`config.mk`:
```
export PLATFORM = sky130hd
export DESIGN_NAME = ch1_sweep_freq
export DESIGN_NICKNAME = d
export VERILOG_FILES = /design/src/rtl/apu_pkg.sv /design/src/rtl/ch1_sweep_shifter.sv /design/src/rtl/ch1_sweep_freq.sv
export SDC_FILE = /design/constraint.sdc
export NUM_CORES = 1
export LEC_CHECK = 0
export ABC_AREA = 1
export BUFFER_PORTS_ARGS = -buffer_cell sky130_fd_sc_hd__buf_2
export CAP_MARGIN = 20
export CORE_ASPECT_RATIO = 2
export CORE_UTILIZATION = 59
export CTS_BUF_LIST = sky130_fd_sc_hd__clkbuf_16
export CTS_CLUSTER_DIAMETER = 40
export DETAILED_ROUTE_END_ITERATION = 12
export GPL_TIMING_DRIVEN = 1
export PLACE_DENSITY = 0.84
export SYNTH_ARGS = -nofsm -noshare
export SYNTH_HDL_FRONTEND = slang
export SYNTH_SLANG_ARGS = --single-unit
```
`constraint.sdc`:
```
create_clock -name ajer_2mhz -period 2.6 [get_ports ajer_2mhz]
set_clock_uncertainty 0.05 [all_clocks]
set_input_delay 0.13 -clock ajer_2mhz [delete_from_list [all_inputs] [get_ports ajer_2mhz]]
set_output_delay 0.13 -clock ajer_2mhz [all_outputs]
set_load 0.005 [all_outputs]
```
`src/rtl/apu_pkg.sv`:
```
// Shared APU definitions for the channel-1 sweep/frequency slice.
// Holds the datapath widths, the period-timer wrap value and the bundle of
// sweep command strobes that channel1 issues to the sweep unit.
package apu_pkg;

  localparam int unsigned FREQ_W = 11;
  localparam int unsigned SUM_W  = 12;
  localparam logic [FREQ_W-1:0] TIMER_MAX = 11'h7FF;

  typedef struct packed {
    logic restart;
    logic ld_shift;
    logic shift_clk;
    logic upd1;
    logic upd2;
  } sweep_cmd_t;

endpackage

```
`src/rtl/ch1_sweep_shifter.sv`:
```
// Channel-1 sweep shifter, adder and overflow flag.
// Only built when CH1_SWEEP_EN is defined (instantiated by ch1_sweep_freq).
// Ports:
//   clk, rst_n  : clock, asynchronous active-low reset
//   cmd         : sweep command strobes (restart, ld_shift, shift_clk, upd1, upd2)
//   sweep_neg   : 1 = subtract shifted value from shadow
//   shadow      : current shadow frequency
//   sum_lo      : low 11 bits of shadow +/- shifter
//   ovf         : combinational overflow of the current sum
//   ovf_q       : overflow registered on upd1/upd2, cleared on restart
module ch1_sweep_shifter
  import apu_pkg::*;
(
  input  logic              clk,
  input  logic              rst_n,
  input  sweep_cmd_t        cmd,
  input  logic              sweep_neg,
  input  logic [FREQ_W-1:0] shadow,
  output logic [FREQ_W-1:0] sum_lo,
  output logic              ovf,
  output logic              ovf_q
);

  logic [FREQ_W-1:0] shifter_q, shifter_d;
  logic              shift_clk_q, shift_clk_d;
  logic              ovf_d;
  logic [SUM_W-1:0]  sum;

  always_comb begin
    // Subtraction underflow simply wraps; ovf is only meaningful for add.
    if (sweep_neg) sum = {1'b0, shadow} - {1'b0, shifter_q};
    else           sum = {1'b0, shadow} + {1'b0, shifter_q};
    sum_lo = sum[FREQ_W-1:0];
    ovf    = !sweep_neg && sum[SUM_W-1];

    shift_clk_d = cmd.shift_clk;

    shifter_d = shifter_q;
    if (cmd.ld_shift) begin
      shifter_d = shadow;
    end else if (cmd.upd2 && !cmd.restart) begin
      // shadow already carries the upd1 result, so this re-arms the re-check
      shifter_d = shadow;
    end else if (cmd.shift_clk && !shift_clk_q) begin
      shifter_d = shifter_q >> 1;
    end

    ovf_d = ovf_q;
    if (cmd.restart)                 ovf_d = 1'b0;
    else if (cmd.upd1 || cmd.upd2)   ovf_d = ovf;
  end

  always_ff @(posedge clk or negedge rst_n) begin
    if (!rst_n) begin
      shifter_q   <= '0;
      shift_clk_q <= 1'b0;
      ovf_q       <= 1'b0;
    end else begin
      shifter_q   <= shifter_d;
      shift_clk_q <= shift_clk_d;
      ovf_q       <= ovf_d;
    end
  end

endmodule

```
`src/rtl/ch1_sweep_freq.sv`:
```
// Channel-1 frequency register, sweep shadow and period timer.
// Optional sweep datapath enabled by macro CH1_SWEEP_EN; without it atys is
// tied high and the sweep command inputs are ignored.
// Ports:
//   ajer_2mhz   : clock (rising edge)
//   napu_reset  : asynchronous active-low reset
//   d           : CPU write data; apu_wr with ff13/ff14 writes NR13/NR14
//   sweep_neg   : NR10 bit 3, 1 = subtract
//   tick_en     : period-timer advance enable
//   ch1_*       : sweep commands from channel1
//   atys        : high = no sweep overflow
//   cate        : one-cycle pulse on each period-timer wrap
//   freq        : current frequency register
module ch1_sweep_freq
  import apu_pkg::*;
(
  input  logic        ajer_2mhz,
  input  logic        napu_reset,
  input  logic [7:0]  d,
  input  logic        apu_wr,
  input  logic        ff13,
  input  logic        ff14,
  input  logic        sweep_neg,
  input  logic        tick_en,
  input  logic        ch1_restart,
  input  logic        ch1_ld_shift,
  input  logic        ch1_shift_clk,
  input  logic        ch1_freq_upd1,
  input  logic        ch1_freq_upd2,
  output logic        atys,
  output logic        cate,
  output logic [10:0] freq
);

  logic [FREQ_W-1:0] freq_q, freq_d;
  logic [FREQ_W-1:0] shadow_q, shadow_d;
  logic [FREQ_W-1:0] timer_q, timer_d;
  logic              cate_q, cate_d;
  logic [FREQ_W-1:0] sum_lo;
  logic              upd_ok;
  logic              wr13, wr14;

`ifdef CH1_SWEEP_EN
  sweep_cmd_t cmd;
  logic       ovf;
  logic       ovf_q;

  always_comb begin
    cmd.restart   = ch1_restart;
    cmd.ld_shift  = ch1_ld_shift;
    cmd.shift_clk = ch1_shift_clk;
    cmd.upd1      = ch1_freq_upd1;
    cmd.upd2      = ch1_freq_upd2;
  end

  ch1_sweep_shifter u_shifter (
    .clk       (ajer_2mhz),
    .rst_n     (napu_reset),
    .cmd       (cmd),
    .sweep_neg (sweep_neg),
    .shadow    (shadow_q),
    .sum_lo    (sum_lo),
    .ovf       (ovf),
    .ovf_q     (ovf_q)
  );

  assign upd_ok = ch1_freq_upd1 && !ovf && !ch1_restart;
  assign atys   = !ovf_q;
`else
  logic unused_sweep;
  assign unused_sweep = &{1'b0, sweep_neg, ch1_ld_shift, ch1_shift_clk,
                          ch1_freq_upd1, ch1_freq_upd2};
  assign sum_lo = '0;
  assign upd_ok = 1'b0;
  assign atys   = 1'b1;
`endif

  assign wr13 = apu_wr && ff13;
  assign wr14 = apu_wr && ff14;

  always_comb begin
    // CPU byte writes land after the sweep result so they win per byte.
    freq_d = freq_q;
    if (upd_ok) freq_d = sum_lo;
    if (wr13)   freq_d[7:0]  = d;
    if (wr14)   freq_d[10:8] = d[2:0];

    shadow_d = shadow_q;
    if (ch1_restart) shadow_d = freq_q;
    else if (upd_ok) shadow_d = sum_lo;

    timer_d = timer_q;
    cate_d  = 1'b0;
    if (ch1_restart) begin
      timer_d = freq_q;
    end else if (tick_en) begin
      if (timer_q == TIMER_MAX) begin
        timer_d = shadow_q;
        cate_d  = 1'b1;
      end else begin
        timer_d = timer_q + 1'b1;
      end
    end
  end

  always_ff @(posedge ajer_2mhz or negedge napu_reset) begin
    if (!napu_reset) begin
      freq_q   <= '0;
      shadow_q <= '0;
      timer_q  <= '0;
      cate_q   <= 1'b0;
    end else begin
      freq_q   <= freq_d;
      shadow_q <= shadow_d;
      timer_q  <= timer_d;
      cate_q   <= cate_d;
    end
  end

  assign cate = cate_q;
  assign freq = freq_q;

endmodule

```
* Yosys cells after proc, flatten, opt, wreduce, memory -nomap -nowiden
Index checks and enable logic that the tools add are counted.
Storage, ports and cells: register bits after elaboration 34, bits in latches 0, RAM bits 0, ROM bits 0, input port bits 20, logic and storage cells 16, memories 0
Operators by class: add/subtract/negate cells 1, multiply operators 0, divide/modulo/power cells 0, $lt $le $gt $ge 0, eq/ne operators 1, shift-type cells 0, mux-type cells 6, bitwise logic cells 0, reduce and logical (&&, ||, !) cells 3
Operator list (number):
- 2-to-1 mux 11 bit | 3
- adder 11 x 1 -> 11 bit (second input constant) | 1
- == test 11 bit (second input constant) | 1
- 2-to-1 mux 1 bit | 3
- logical AND 1 bit | 2
- nonzero test 2 bit | 1

* Logic depth before layout (Yosys ltp)
depth in word-level cells 4, depth in mapped cells 9, depth with buffers taken out 8

* Worst setup path after synthesis
OpenSTA, ideal clock, no wires.
kind reg2reg, from reg timer_q[0], to reg timer_q[0], library setup time 0.124 ns, arrival time 1.253 ns, required time 2.426 ns, path slack 1.173 ns, cell stages (with the launch flop) 8, buffers on the path 1, path through dfrtp_1 > ha_1 > nand2_4 > nor2_8 > nand3_4 > buf_6 > o211ai_1 > nand2_1
Between the ends: cells in the longest elaborated chain, start to end 4, elaborated cells between the ends (all ways) 5
Ends and longest elaborated chain:
- start, declared | RTL line ch1_sweep_freq.sv:37 | logic [FREQ_W-1:0] timer_q, timer_d;
- start signal, assigned | RTL line ch1_sweep_freq.sv:115 | timer_q <= timer_d;
- adder 11 x 1 -> 11 bit or == test 11 bit (tied branches) | RTL line ch1_sweep_freq.sv:101, ch1_sweep_freq.sv:97
- 2-to-1 mux 11 bit (*) | RTL line ch1_sweep_freq.sv:97 | if (timer_q == TIMER_MAX) begin
- 2-to-1 mux 11 bit (*) | RTL line ch1_sweep_freq.sv:96 | end else if (tick_en) begin
- 2-to-1 mux 11 bit (*) | RTL line ch1_sweep_freq.sv:94 | if (ch1_restart) begin
Mark *: on every way between the ends. The rest lies on a longest branch, timed or not. The select of a mux whose other input is x is not followed. A chain may end at the register's enable or synchronous reset.

* Worst setup path after layout
from reg timer_q[0], to reg timer_q[5]
Same word-level chain as after synthesis.

==> out/metrics.cfg <==
[final_layout]
area_growth_pct = 15.2
fillers = 220
drive_above_1_share_pct = 20.2
antenna_cells = 0
nets = 264
finalCoreUtilization_pct = 72.5
final_area_sq_mm = 0.00203

[grt]
grtUsageMet3_pct = 5.87
grt_max_degree = 35
grt_pass1_vias = 1458
grt_util_met2_pct = 47.6
use_met1_pct = 28.3
grt.busiest_layer = met2
grt_pass1_wl_microns = 6000
gr-total-overflow = 0
antenna_found_initial = 0
grt_usage_pct = 27.5

[floorplan]
initial_core_util_pct = 62.9
num_rows = 27
io_pins = 33
core_area_sq_mm = 0.00280
die-area_sq_mm = 0.00323
die_x_microns = 40.7
die_height_microns = 79.3

[timing]
final-setup-viol-count = 0
hold_viol = 0
clock.fmax_mhz = 607
layout_min_cycle_time_ns = 1.65
tightest_slew_ns = 0.732
rsz0062_at_grt = false
slew_headroom_pct = 51.2
min_period_over_period_pct = 63.3
holdWs_ns = 0.0381
maxSlewViolCount = 0
setup_tns_ns = 0

[synthesis]
synth-simple-area-share_pct = 30.2
syn_area_sq_mm = 0.00176
yosys_warnings = 0
synth-compound-area-share_pct = 10.0
synth.distinct_cells = 29
syn_nets = 236
avgSynthCellArea_sq_um = 8.21
synth.area.mux_share_pct = 3.19
yosysSeqAreaShare_pct = 48.2
synth-xor-area-share_pct = 0.496
synth_cells = 215
synth_fa_ha_area_share_pct = 0.709
synth_top_family_by_area = simple AND/OR/NAND/NOR gates
synth.ff_latch_count = 34

[detailed_routing]
drt_wl_total_microns = 3620
ant_nets = 0
viasPerCell = 5.53
drt_iter0_drc = 67
drc = 0
wire_per_inst_microns = 13.4
route.vias.total = 1498
drt_pass1_iterations = 4

[power]
finalPower_uw = 1470
power_density_mw_per_mm2 = 721
ir_drop_mv = 0.581
leakagePower_uw = 0.00110

[min_path]
hp-class = in -> reg

[setup_path]
critPathMaxStageDelay_ns = 0.43
crit_path_frequent_cell = nand3_1
worst_ep_arrival_time_ns = 1.77
path_class = reg -> reg
path_delay_family = simple AND/OR/NAND/NOR gates
path_buf_inv = 1
cp-start-kind = flip-flop
cp.required_ns = 2.72
crit_slowest_cell = dfrtp_1
cp-end-kind = flip-flop
cp_cell_sequence = ha_1 -> nand2_4 -> nor2_8 -> nand3_4 -> nand3_1 -> nand3_1 -> nand2_1 -> inv_1
crit_fanout = 15

[placed_design]
hpwl_microns = 2550
gp_congestion = 0.773
io_buffers = 26
place_area_sq_mm = 0.00189

[outcome]
status = finished clean

[clock_network]
cts_buffers = 5
clk_latency_ns = 0.28
cts_tree = done
cts_buffer_depth = 2
cts.sinks = 34
cts_root_buffer = clkbuf_16
htree_num_levels = 2
postCtsSetupRepairBufs = 0
path_clk_slew_ns = 0.05

[job]
cap_violations = 0

[report_power, final]
group	internal, uW	total (uW)	switching (uW)	leakage [uW]
sequential	607	678	71.1	0.000418
clock	339	534	195	0.0000632
combinational	104	254	149	0.000616
total	1050	1470	415	0.00110
[logic make-up (layout without fill, tap and decap cells)]
group           count (synthesis)  after routing
other cells                     1              1
xor+xnor                        1              1
fa+ha+maj                       1              1
mux                             5              5
buf+inv                        28             55
flops                          34             34
compound gates                 30             30
simple gates                  115            115
[placed cells by master, fill, tap and decap left out, drive strengths merged]
cell	netlist	layout
o211ai	2	2
nand2	70	70
nand3	14	14
nand4	3	3
o21bai	2	2
ha	1	1
dlygate4sd3	0	1
inv	21	21
clkbuf	2	5
conb	1	1
nor2	27	27
buf	5	27
nor3	1	1
mux2	5	5
a21boi	5	5
o21ai	15	15
a21oi	6	6
clkinv	0	1
xnor2	1	1
dfrtp	34	34
[cells in the mapped netlist (all sizes together)]
cell / n / area [sq um]
o211ai: 2 / 15.0
a21oi: 6 / 33.8
nand3: 14 / 82.6
xnor2: 1 / 8.76
ha: 1 / 12.5
nor2: 27 / 149
nor3: 1 / 10.0
inv: 21 / 78.8
buf: 5 / 36.3
o21bai: 2 / 15.0
mux2: 5 / 56.3
o21ai: 15 / 75.1
conb: 1 / 3.75
a21boi: 5 / 37.5
nand4: 3 / 18.8
dfrtp: 34 / 851
clkbuf: 2 / 7.51
nand2: 70 / 273
[worst reg2reg max path, stage by stage (launching register included)]
cell and delay, ns:
dfrtp_1 0.43, ha_1 0.26, nand2_4 0.11, nor2_8 0.14, nand3_4 0.19, nand3_1 0.16
nand3_1 0.07, nand2_1 0.08, inv_1 0.05
[final timing paths]
check	startpoint	endpoint	slack [ns]	cells after the start
max in group asynchronous	napu_reset	shadow_q[4]	1.61	2
worst max-delay path	timer_q[0]	timer_q[5]	0.95	8
worst min-delay path	d[6]	freq[6]	0.04	2
min in group asynchronous	napu_reset	shadow_q[10]	0.41	2
worst max register to register	timer_q[0]	timer_q[5]	0.95	8
worst min register to register	shadow_q[0]	shadow_q[0]	0.42	2
[state kept, by name (all words and copies together) (netlist names)]
register,count
shadow_q,11
freq,11
timer_q,11
cate,1
[metal layers]
metal	part of all wire, %	up-vias	routed length, microns
li1	-	742	-
met1	39	708	1400
met2	56	39	2010
met3	3.3	9	118
met4	2.4	0	88
met5	0	-	0
[through the flow]
step | cells | setup WS (ns)
floorplan | 215 | 1.17
global placement | 264 | 0.997
detailed placement | 264 | 1.01
CTS | 271 | 0.957
global route | 271 | 0.851
finish | 271 | 0.954
[repair_timing]
item | in CTS | in global routing
endpoints found under the hold margin | 34 | 0
hold buffers | 1 | 0
gates resized for setup | 0 | 0
[area by class of cell]
class	instances	area [sq um]	area share [%]
Clock buffer	5	125	6.15
Clock inverter	1	3.75	0.185
Inverter	21	78.8	3.88
Multi-Input combinational cell	153	791	38.9
Sequential cell	34	851	41.8
Tap cell	29	36.3	1.78
Timing Repair Buffer	28	148	7.26
Power figures use the tool's default switching activity.
